[config.mk]
export PLATFORM = sky130hd
export DESIGN_NAME = rom_entry_arbiter
export DESIGN_NICKNAME = d
export VERILOG_FILES = /design/src/rtl/rom_entry_arbiter_pkg.sv /design/src/rtl/rom_entry_arbiter_prio.sv /design/src/rtl/rom_entry_arbiter.sv
export SDC_FILE = /design/constraint.sdc
export NUM_CORES = 1
export LEC_CHECK = 0
export ABC_AREA = 1
export BUFFER_PORTS_ARGS = -buffer_cell sky130_fd_sc_hd__buf_2
export CAP_MARGIN = 5
export CORE_UTILIZATION = 35
export DETAILED_ROUTE_END_ITERATION = 16
export MAX_ROUTING_LAYER = met4
export PLACE_DENSITY = 0.76
export SYNTH_ARGS = -nofsm -noshare
export SYNTH_HDL_FRONTEND = slang
export SYNTH_SLANG_ARGS = --single-unit
[constraint.sdc]
create_clock -name clk -period 1.19 [get_ports clk]
set_input_delay 0.238 -clock clk [delete_from_list [all_inputs] [get_ports clk]]
set_output_delay 0.238 -clock clk [all_outputs]
set_load 0.05 [all_outputs]
[src/rtl/rom_entry_arbiter_pkg.sv]
// Shared decode definitions for the microcode ROM entry arbiter and sequencer:
// state encoding, program indices, program lengths and grant vector layout.
package rom_entry_arbiter_pkg;

  typedef enum logic [1:0] {
    IDLE  = 2'd0,
    START = 2'd1,
    RUN   = 2'd2
  } arb_state_e;

  localparam logic [2:0] PROG_NONE = 3'd0;
  localparam logic [2:0] PROG_INT  = 3'd6;
  localparam logic [2:0] PROG_EXC  = 3'd7;

  // Programs the decoder itself may request.
  localparam logic [2:0] DEC_PROG_MIN = 3'd1;
  localparam logic [2:0] DEC_PROG_MAX = 3'd5;

  localparam int unsigned IF_BIT_DEF = 9;

  typedef struct packed {
    logic exc;
    logic nmi;
    logic intr;
    logic dec;
  } grant_t;

  function automatic logic dec_prog_ok(input logic [2:0] prog);
    return (prog >= DEC_PROG_MIN) && (prog <= DEC_PROG_MAX);
  endfunction

  // Micro-op count of each program; the sequencer raises rom_ready on the last one.
  function automatic logic [3:0] rom_prog_len(input logic [2:0] prog);
    logic [3:0] len;
    case (prog)
      3'd1:    len = 4'd3;
      3'd2:    len = 4'd5;
      3'd3:    len = 4'd2;
      3'd4:    len = 4'd6;
      3'd5:    len = 4'd8;
      3'd6:    len = 4'd7;
      3'd7:    len = 4'd7;
      default: len = 4'd0;
    endcase
    return len;
  endfunction

endpackage

[src/rtl/rom_entry_arbiter_prio.sv]
// Combinational fixed-priority selector for ROM program entry:
// exception > NMI > interrupt > decoder; returns one-hot grant, program and vector.
module rom_entry_prio
  import rom_entry_arbiter_pkg::*;
#(
  parameter logic [2:0] INT_PROG = PROG_INT,
  parameter logic [2:0] EXC_PROG = PROG_EXC,
  parameter logic [2:0] NMI_PROG = PROG_INT
) (
  input  logic       enable,
  input  logic       exc_req,
  input  logic [7:0] exc_code,
  input  logic       nmi_req,
  input  logic [7:0] nmi_vector,
  input  logic       int_req,
  input  logic [7:0] int_vector,
  input  logic       dec_req,
  input  logic [2:0] dec_prog,
  output grant_t     grant,
  output logic [2:0] prog,
  output logic [7:0] vector
);

  always_comb begin
    grant  = '0;
    prog   = PROG_NONE;
    vector = '0;
    if (enable) begin
      if (exc_req) begin
        grant.exc = 1'b1;
        prog      = EXC_PROG;
        vector    = exc_code;
      end else if (nmi_req) begin
        grant.nmi = 1'b1;
        prog      = NMI_PROG;
        vector    = nmi_vector;
      end else if (int_req) begin
        grant.intr = 1'b1;
        prog       = INT_PROG;
        vector     = int_vector;
      end else if (dec_req && dec_prog_ok(dec_prog)) begin
        grant.dec = 1'b1;
        prog      = dec_prog;
      end
    end
  end

endmodule

[src/rtl/rom_entry_arbiter.sv]
// Microcode ROM entry arbiter: grants exception/interrupt/decoder programs and
// holds the ROM in control until the last micro-op is accepted. Optional NMI: ROM_ARB_NMI_EN.
module rom_entry_arbiter
  import rom_entry_arbiter_pkg::*;
#(
`ifdef ROM_ARB_NMI_EN
  parameter logic [2:0]  NMI_PROG = 3'd6,
`endif
  parameter logic [2:0]  INT_PROG = PROG_INT,
  parameter logic [2:0]  EXC_PROG = PROG_EXC,
  parameter int unsigned IF_BIT   = IF_BIT_DEF
) (
  input  logic        clk,
  input  logic        reset,
  input  logic        exc_req,
  input  logic [7:0]  exc_code,
  input  logic        int_req,
  input  logic [7:0]  int_vector,
  input  logic        dec_rom_req,
  input  logic [2:0]  dec_rom_prog,
  output logic        dec_rom_ack,
  output logic        int_ack,
  output logic        exc_ack,
`ifdef ROM_ARB_NMI_EN
  input  logic        nmi_req,
  input  logic [7:0]  nmi_vector,
  output logic        nmi_ack,
`endif
  input  logic [31:0] eflags_reg,
  input  logic        flush,
  input  logic        s0_valid,
  input  logic        s0_ready,
  input  logic        s1_valid,
  input  logic        s1_ready,
  input  logic        rom_ready,
  output logic [2:0]  rom_control,
  output logic        rom_in_control,
  output logic [7:0]  vector_q,
  output logic        busy
);

  arb_state_e state;
  logic       int_pend;
  logic [7:0] int_vec_q;
  logic       int_ok;
  logic [7:0] int_vec_sel;
  logic       int_live_taken;
  logic       nmi_ok;
  logic [7:0] nmi_vec_sel;
  logic       enable;
  grant_t     grant;
  logic [2:0] sel_prog;
  logic [7:0] sel_vector;
  logic       unused_flags;

  assign unused_flags = ^eflags_reg;

  assign enable      = (state == IDLE) && !flush && !reset;
  assign int_ok      = (int_pend | int_req) & eflags_reg[IF_BIT];
  // An older pending interrupt is served before a pulse arriving this cycle.
  assign int_vec_sel = int_pend ? int_vec_q : int_vector;

`ifdef ROM_ARB_NMI_EN
  logic       nmi_pend;
  logic [7:0] nmi_vec_q;
  logic       nmi_live_taken;

  assign nmi_ok         = nmi_pend | nmi_req;
  assign nmi_vec_sel    = nmi_pend ? nmi_vec_q : nmi_vector;
  assign nmi_ack        = grant.nmi;
  assign nmi_live_taken = nmi_ack & ~nmi_pend;

  always_ff @(posedge clk) begin
    if (reset) begin
      nmi_pend  <= 1'b0;
      nmi_vec_q <= '0;
    end else begin
      nmi_pend <= nmi_ack ? (nmi_pend & nmi_req) : (nmi_pend | nmi_req);
      if (nmi_req && !nmi_live_taken)
        nmi_vec_q <= nmi_vector;
    end
  end
`else
  assign nmi_ok      = 1'b0;
  assign nmi_vec_sel = '0;
`endif

  rom_entry_prio #(
    .INT_PROG (INT_PROG),
    .EXC_PROG (EXC_PROG),
`ifdef ROM_ARB_NMI_EN
    .NMI_PROG (NMI_PROG)
`else
    .NMI_PROG (INT_PROG)
`endif
  ) u_prio (
    .enable     (enable),
    .exc_req    (exc_req),
    .exc_code   (exc_code),
    .nmi_req    (nmi_ok),
    .nmi_vector (nmi_vec_sel),
    .int_req    (int_ok),
    .int_vector (int_vec_sel),
    .dec_req    (dec_rom_req),
    .dec_prog   (dec_rom_prog),
    .grant      (grant),
    .prog       (sel_prog),
    .vector     (sel_vector)
  );

  assign exc_ack     = grant.exc;
  assign int_ack     = grant.intr;
  assign dec_rom_ack = grant.dec;

  // A grant that consumed the live pulse clears the latch; otherwise a new pulse re-arms it.
  assign int_live_taken = int_ack & ~int_pend;

  always_ff @(posedge clk) begin
    if (reset) begin
      int_pend  <= 1'b0;
      int_vec_q <= '0;
    end else begin
      int_pend <= int_ack ? (int_pend & int_req) : (int_pend | int_req);
      if (int_req && !int_live_taken)
        int_vec_q <= int_vector;
    end
  end

  always_ff @(posedge clk) begin
    if (reset) begin
      state          <= IDLE;
      rom_control    <= PROG_NONE;
      rom_in_control <= 1'b0;
      vector_q       <= '0;
      busy           <= 1'b0;
    end else begin
      unique case (state)
        IDLE: begin
          if (grant != '0) begin
            state          <= START;
            rom_control    <= sel_prog;
            rom_in_control <= 1'b1;
            busy           <= 1'b1;
            if (!grant.dec)
              vector_q <= sel_vector;
          end
        end
        START: begin
          if (flush) begin
            state          <= IDLE;
            rom_control    <= PROG_NONE;
            rom_in_control <= 1'b0;
            busy           <= 1'b0;
          end else if (s0_valid && s0_ready) begin
            state <= RUN;
          end
        end
        RUN: begin
          if (flush || (s1_valid && s1_ready && rom_ready)) begin
            state          <= IDLE;
            rom_control    <= PROG_NONE;
            rom_in_control <= 1'b0;
            busy           <= 1'b0;
          end
        end
        default: begin
          state          <= IDLE;
          rom_control    <= PROG_NONE;
          rom_in_control <= 1'b0;
          busy           <= 1'b0;
        end
      endcase
    end
  end

endmodule

==> flow_summary.ini, run 1 <==
[status]
status = finished with violations
violations = setup timing

[drt]
wl_per_cell_um = 12.05
num_vias = 1310
antenna_left = 0
drc = 0
viasPerCell = 4.746
drt_iter0_drc = 80
first_pass_iters = 4
wl_um = 3325

[finish]
num-fill-cells = 293
fin_nets = 295
diodes = 0
drive_above_1_share_pct = 53.45
syn_to_final_growth_pct = 65.04
layout_commonest_cell = buf_2
mostFrequentLayoutCells = buf_2 (30), nand2_1 (29), buf_4 (27), inv_1 (19), dfxtp_1 (18)
fin_area_um2 = 1908

[synth]
synth_nets = 221
yosys_warnings = 0
synthCells = 159
synthAdderAreaFrac_pct = 0
synth-compound-area-share_pct = 23.16
yosys.cell_types.count = 23
synth_top_family_by_area = simple AND/OR/NAND/NOR gates
syn-mean-instance-area_um2 = 7.271
synthTopCellsByArea = dfxtp_1 (40%), nand2_1 (11%), a21oi_1 (7.4%), inv_1 (6.2%), o21ai_0 (6.1%)
synth_xor_area_share_pct = 0
muxShareOfSynthArea_pct = 0
synth_area_um2 = 1156
yosysTopAreaCell = dfxtp_1
synth_seq_cells = 23
synth-simple-area-share_pct = 26.95
synth_top_area_share_pct = 39.83
yosysSeqAreaShare_pct = 39.83

[setup_path]
arrival_ps = 1390
worst_r2r_path_depth = 9
cp-start-kind = register
required_ps = 950
reg2reg_to = vector_q[4]
critPathMaxFanout = 3
crit_type = register to primary output
reg2reg_from = state[1]
critPathCaptureType = primary output
r2r_slack_ps = -300

[timing]
hold_slack_ps = 145.7
finalMaxSlewViolations = 0
max_freq_mhz = 614.6
setup_viol = 26
worst_slack_ps = -437.2
final.min_clock_period_ps = 1627
maxSlewHeadroom_pct = 80.37
worst_pin_slew_ps = 293.5
rsz0062_at_grt = true
finalHoldViolCount = 0
clock_skew_ps = 6.781
period_share_pct = 136.7

[place]
place_area_um2 = 1599
numPortBuffers = 46
dp_hpwl_um = 2132
place_congestion = 0.8277

[clock_tree]
tritoncts = built
clock-root-buffer = clkbuf_4
clkTransAtPathRegs_ps = 130
numCtsBuffers = 3
hold_buffers = 0
cts_sinks = 23
cts-htree-levels = 1
clock_path_buffers = 2
clock_latency_ps = 320

[floorplanning]
coreArea_um2 = 3103
dieWidth_um = 59.48
boundaryPins = 78
initial_utilization_pct = 37.26
die_area_um2 = 3537
fp-row-count = 20
die_y_um = 59.48

[grt]
globalRoute.busiestLayer = met2
grt_pass1_vias = 1120
grt_use_met2_pct = 33.23
use_met1_pct = 21.23
grt_pass1_wl_um = 4788
grt_start_max_net_pins = 18
grt.total_usage_pct = 18.50
antenna_found_initial = 0
overflow = 0
met3_usage_pct = 3.930

[min_path]
min-delay-start = int_vector[1]
hold_end = int_vec_q[1]
hold_path_class = input pin to register
holdPathStages = 3

[power]
ir_drop_v = 0.0006751
p_per_area_nw_per_um2 = 969.2
p_leak_nw = 0.8677

[flow_run]
maxCapViolations = 0
report_power, final:
| part | leakage [nW] | total [W] | switching, W | internal (W) |
|---|---|---|---|---|
| clock network | 0.0177 | 0.000375 | 0.000248 | 0.000126 |
| registers | 0.191 | 0.000865 | 0.0000389 | 0.000826 |
| logic | 0.659 | 0.000610 | 0.000361 | 0.000249 |
| total | 0.868 | 0.00185 | 0.000648 | 0.00120 |
stage by stage:
stage	util [%]	TNS (ps)	worst slack [ps]	instances	power (W)
detailed placement	51.53	-3655	-260.1	263	0.001363
global route	61.49	-7954	-492.3	276	0.001945
global placement	51.53	-3302	-235.5	263	0.001354
finish	61.49	-6465	-437.2	276	0.001849
floorplan	-	-3452	-328.3	159	0.001195
CTS	57.30	-6180	-412.5	272	0.001777
layout make-up:
class	count	area, um^2	share of cell area, %
multi-input cells	111	737.0	38.62
repair buffers	74	541.8	28.39
well taps	44	55.05	2.885
clock buffers	3	22.52	1.180
inverters	20	80.08	4.197
flip-flops and latches	23	466.7	24.46
clock inverters	1	5.005	0.2623
kinds of logic (layout without fill, tap and decap cells):
logic type      Yosys count  in the layout
buf+inv                  26             98
flops                    23             23
simple gates             64             65
compound gates           46             46
synthesized netlist by cell type:
| master | number |
|---|---|
| nor2_4 | 3 |
| nand2_1 | 34 |
| nor2_1 | 8 |
| nor4_1 | 1 |
| a21oi_1 | 17 |
| buf_4 | 1 |
| a211oi_1 | 1 |
| nand3_2 | 2 |
| nor2_2 | 3 |
| clkbuf_1 | 3 |
| a21oi_2 | 2 |
| buf_6 | 2 |
| inv_1 | 19 |
| o21ai_0 | 14 |
| o21ai_2 | 2 |
| dfxtp_1 | 23 |
| nand4_1 | 4 |
| nand3_1 | 3 |
| nor3_1 | 2 |
| inv_2 | 1 |
| nand2_2 | 4 |
| o21ai_1 | 2 |
| a22oi_1 | 8 |
sequential cells by signal, summed over array words and instances (netlist names):
register / flops
int_pend: 1
rom_control: 3
busy: 1
vector_q: 8
int_vec_q: 8
state: 2
critical path, cell delays in order (launching register included):
cell     delay, ps
dfxtp_2        370
nor2_4         140
nand3_4        120
buf_12         150
nor2_4         110
buf_6          170
repair_timing:
item | in CTS | in global routing
pin swaps | 8 | 9
gates cloned | 1 | 0
gates resized for setup | 38 | 34
buffers inserted | 5 | 5
setup endpoints to repair | 30 | 38
worst max path at each step:
stage | startpoint | endpoint | cells after the start
final | state[1] | int_ack | 5
after global routing | state[1] | dec_rom_ack | 4
after CTS | state[1] | int_ack | 5
after detailed placement | int_req | int_vec_q[5] | 8
after global placement | int_req | int_vec_q[1] | 8
after floorplan | state[0] | dec_rom_ack | 3
layer usage:
| metal | wire (um) | part of all wire [%] |
|---|---|---|
| met5 | 0 | 0 |
| met4 | 57 | 1.7 |
| met3 | 146 | 4.4 |
| met2 | 1812 | 54 |
| met1 | 1309 | 39 |
(Power assumes the default switching activity.)
==> inputs of run 2 (changes only) <==
Settings changed: CTS_BUF_LIST from default to sky130_fd_sc_hd__clkbuf_2, PLACE_DENSITY 0.76 to 0.73, RECOVER_POWER from default to 50.
Clock period 1.19 ns to 1.8 ns, I/O delays scaled along.
==> flow_summary.ini, run 2 (synthesis gave the netlist of run 1 again) <==
[status]
status = finished clean

[drt]
wl_um = 2602
drt_iter0_drc = 29
viasPerCell = 4.510
first_pass_iters = 4
antenna_left = 0
wl_per_cell_um = 10.20
drc = 0
num_vias = 1150

[setup_path]
slowest_delay_ps = 400
required_ps = 1440
critical-path-top-delay-family = simple AND/OR/NAND/NOR gates
arrival_ps = 1420
r2r_slack_ps = 290
path_buf_inv = 1
worstPathCellList = nor2_4, nand3_4, nor4_4, buf_6
critPathCaptureType = primary output
cp-start-kind = register
critPathMaxFanout = 6
crit_slowest_cell = dfxtp_4
crit_type = register to primary output

[clock_tree]
clock_latency_ps = 340
hold_buffers = 0
clock_path_buffers = 2
cts-htree-levels = 1
clock-root-buffer = clkbuf_2
cts_sinks = 23
tritoncts = built
clkTransAtPathRegs_ps = 220
numCtsBuffers = 3

[floorplanning]
die_area_um2 = 3537
fp-row-count = 20
coreArea_um2 = 3103
initial_utilization_pct = 37.26
die_y_um = 59.48
boundaryPins = 78
dieWidth_um = 59.48

[power]
power_w = 0.001067
p_leak_nw = 0.7254
ir_drop_v = 0.0004539
p_per_area_nw_per_um2 = 697.1

[timing]
final.min_clock_period_ps = 1781
maxSlewHeadroom_pct = 79.73
finalHoldViolCount = 0
setup_viol = 0
clock_skew_ps = 23.14
max_freq_mhz = 561.6
rsz0062_at_grt = true
finalMaxSlewViolations = 0
period_share_pct = 98.92
worst_pin_slew_ps = 303.0
worst_slack_ps = 19.37

[finish]
mostFrequentLayoutCells = buf_2 (43), nand2_1 (34), dfxtp_1 (22), inv_1 (19), a21oi_1 (17)
diodes = 0
layout_commonest_cell = buf_2
syn_to_final_growth_pct = 32.36
num-fill-cells = 335
top_regs = int_vec_q (8), vector_q (8), rom_control (3)
fin_nets = 274
drive_above_1_share_pct = 36.49

[min_path]
hold_path_class = input pin to register

[place]
place_ws_ps = 134.4
dp_hpwl_um = 1945
place_congestion = 0.7535
numPortBuffers = 46

[grt]
grt.total_usage_pct = 16.93
antenna_found_initial = 0
grt_start_max_net_pins = 18
overflow = 0
grt_pass1_vias = 1067
grt_pass1_wl_um = 4312

[flow_run]
maxCapViolations = 0
-- run 2: cell types whose count changed in the layout (fill, tap and decap cells not counted), sizes merged --
cell and delta:
nand2 -1, clkbuf -5, buf -15
-- run 2: final timing paths --
check,startpoint,to,cells past startpoint
worst max-delay path,state[1],dec_rom_ack,4
worst min-delay path,int_vector[0],int_vec_q[0],3
worst max register to register,int_pend,int_vec_q[4],7
worst min register to register,vector_q[3],vector_q[3],2
-- run 2: area by class of cell --
type                            count  area, um^2  area share (%)
Tap cell                           44       55.05           3.598
Clock inverter                      1       5.005          0.3271
Clock buffer                        3       15.01          0.9812
Inverter                           20       75.07           4.906
Timing Repair Buffer               54       309.0           20.20
Sequential cell                    23       464.2           30.34
Multi-Input combinational cell    110       606.8           39.66
-- run 2: per-stage QoR --
stage / util (%) / hold slack, ps / area [um^2] / TNS (ps) / instances
final: 49.31 / 253.9 / 1530 / 0 / 255
after global routing: 49.31 / 202.9 / 1530 / -225.7 / 255
after CTS: 48.83 / 232.5 / 1515 / 0 / 254
after detailed placement: 47.06 / 453.5 / 1460 / 0 / 249
after global placement: 47.06 / 450.0 / 1460 / 0 / 249
after floorplan: - / 429.1 / 1171 / 0 / 159
-- run 2: worst min-delay path: stages --
cell	delay [ps]
buf_2	90
inv_1	50
a21oi_1	50
-- run 2: per-layer routing --
layer,global-route usage (%),routed length (um),up-vias
li1,-,-,631
met5,-,0,-
met3,4.803,117,4
met1,19.44,1195,479
met2,27.77,1259,36
met4,6.463,29,0
-- run 2: what timing repair did --
item | CTS | global route
endpoints found under the setup margin | 3 | 3
setup buffers | 1 | 1
pin swaps | 1 | 2
resized for setup | 8 | 3
-- run 2: where the power goes --
group          switching (W)  internal, W  total, W
Sequential         0.0000182     0.000544  0.000562
Combinational       0.000200    0.0000996  0.000299
Clock               0.000155    0.0000503  0.000205
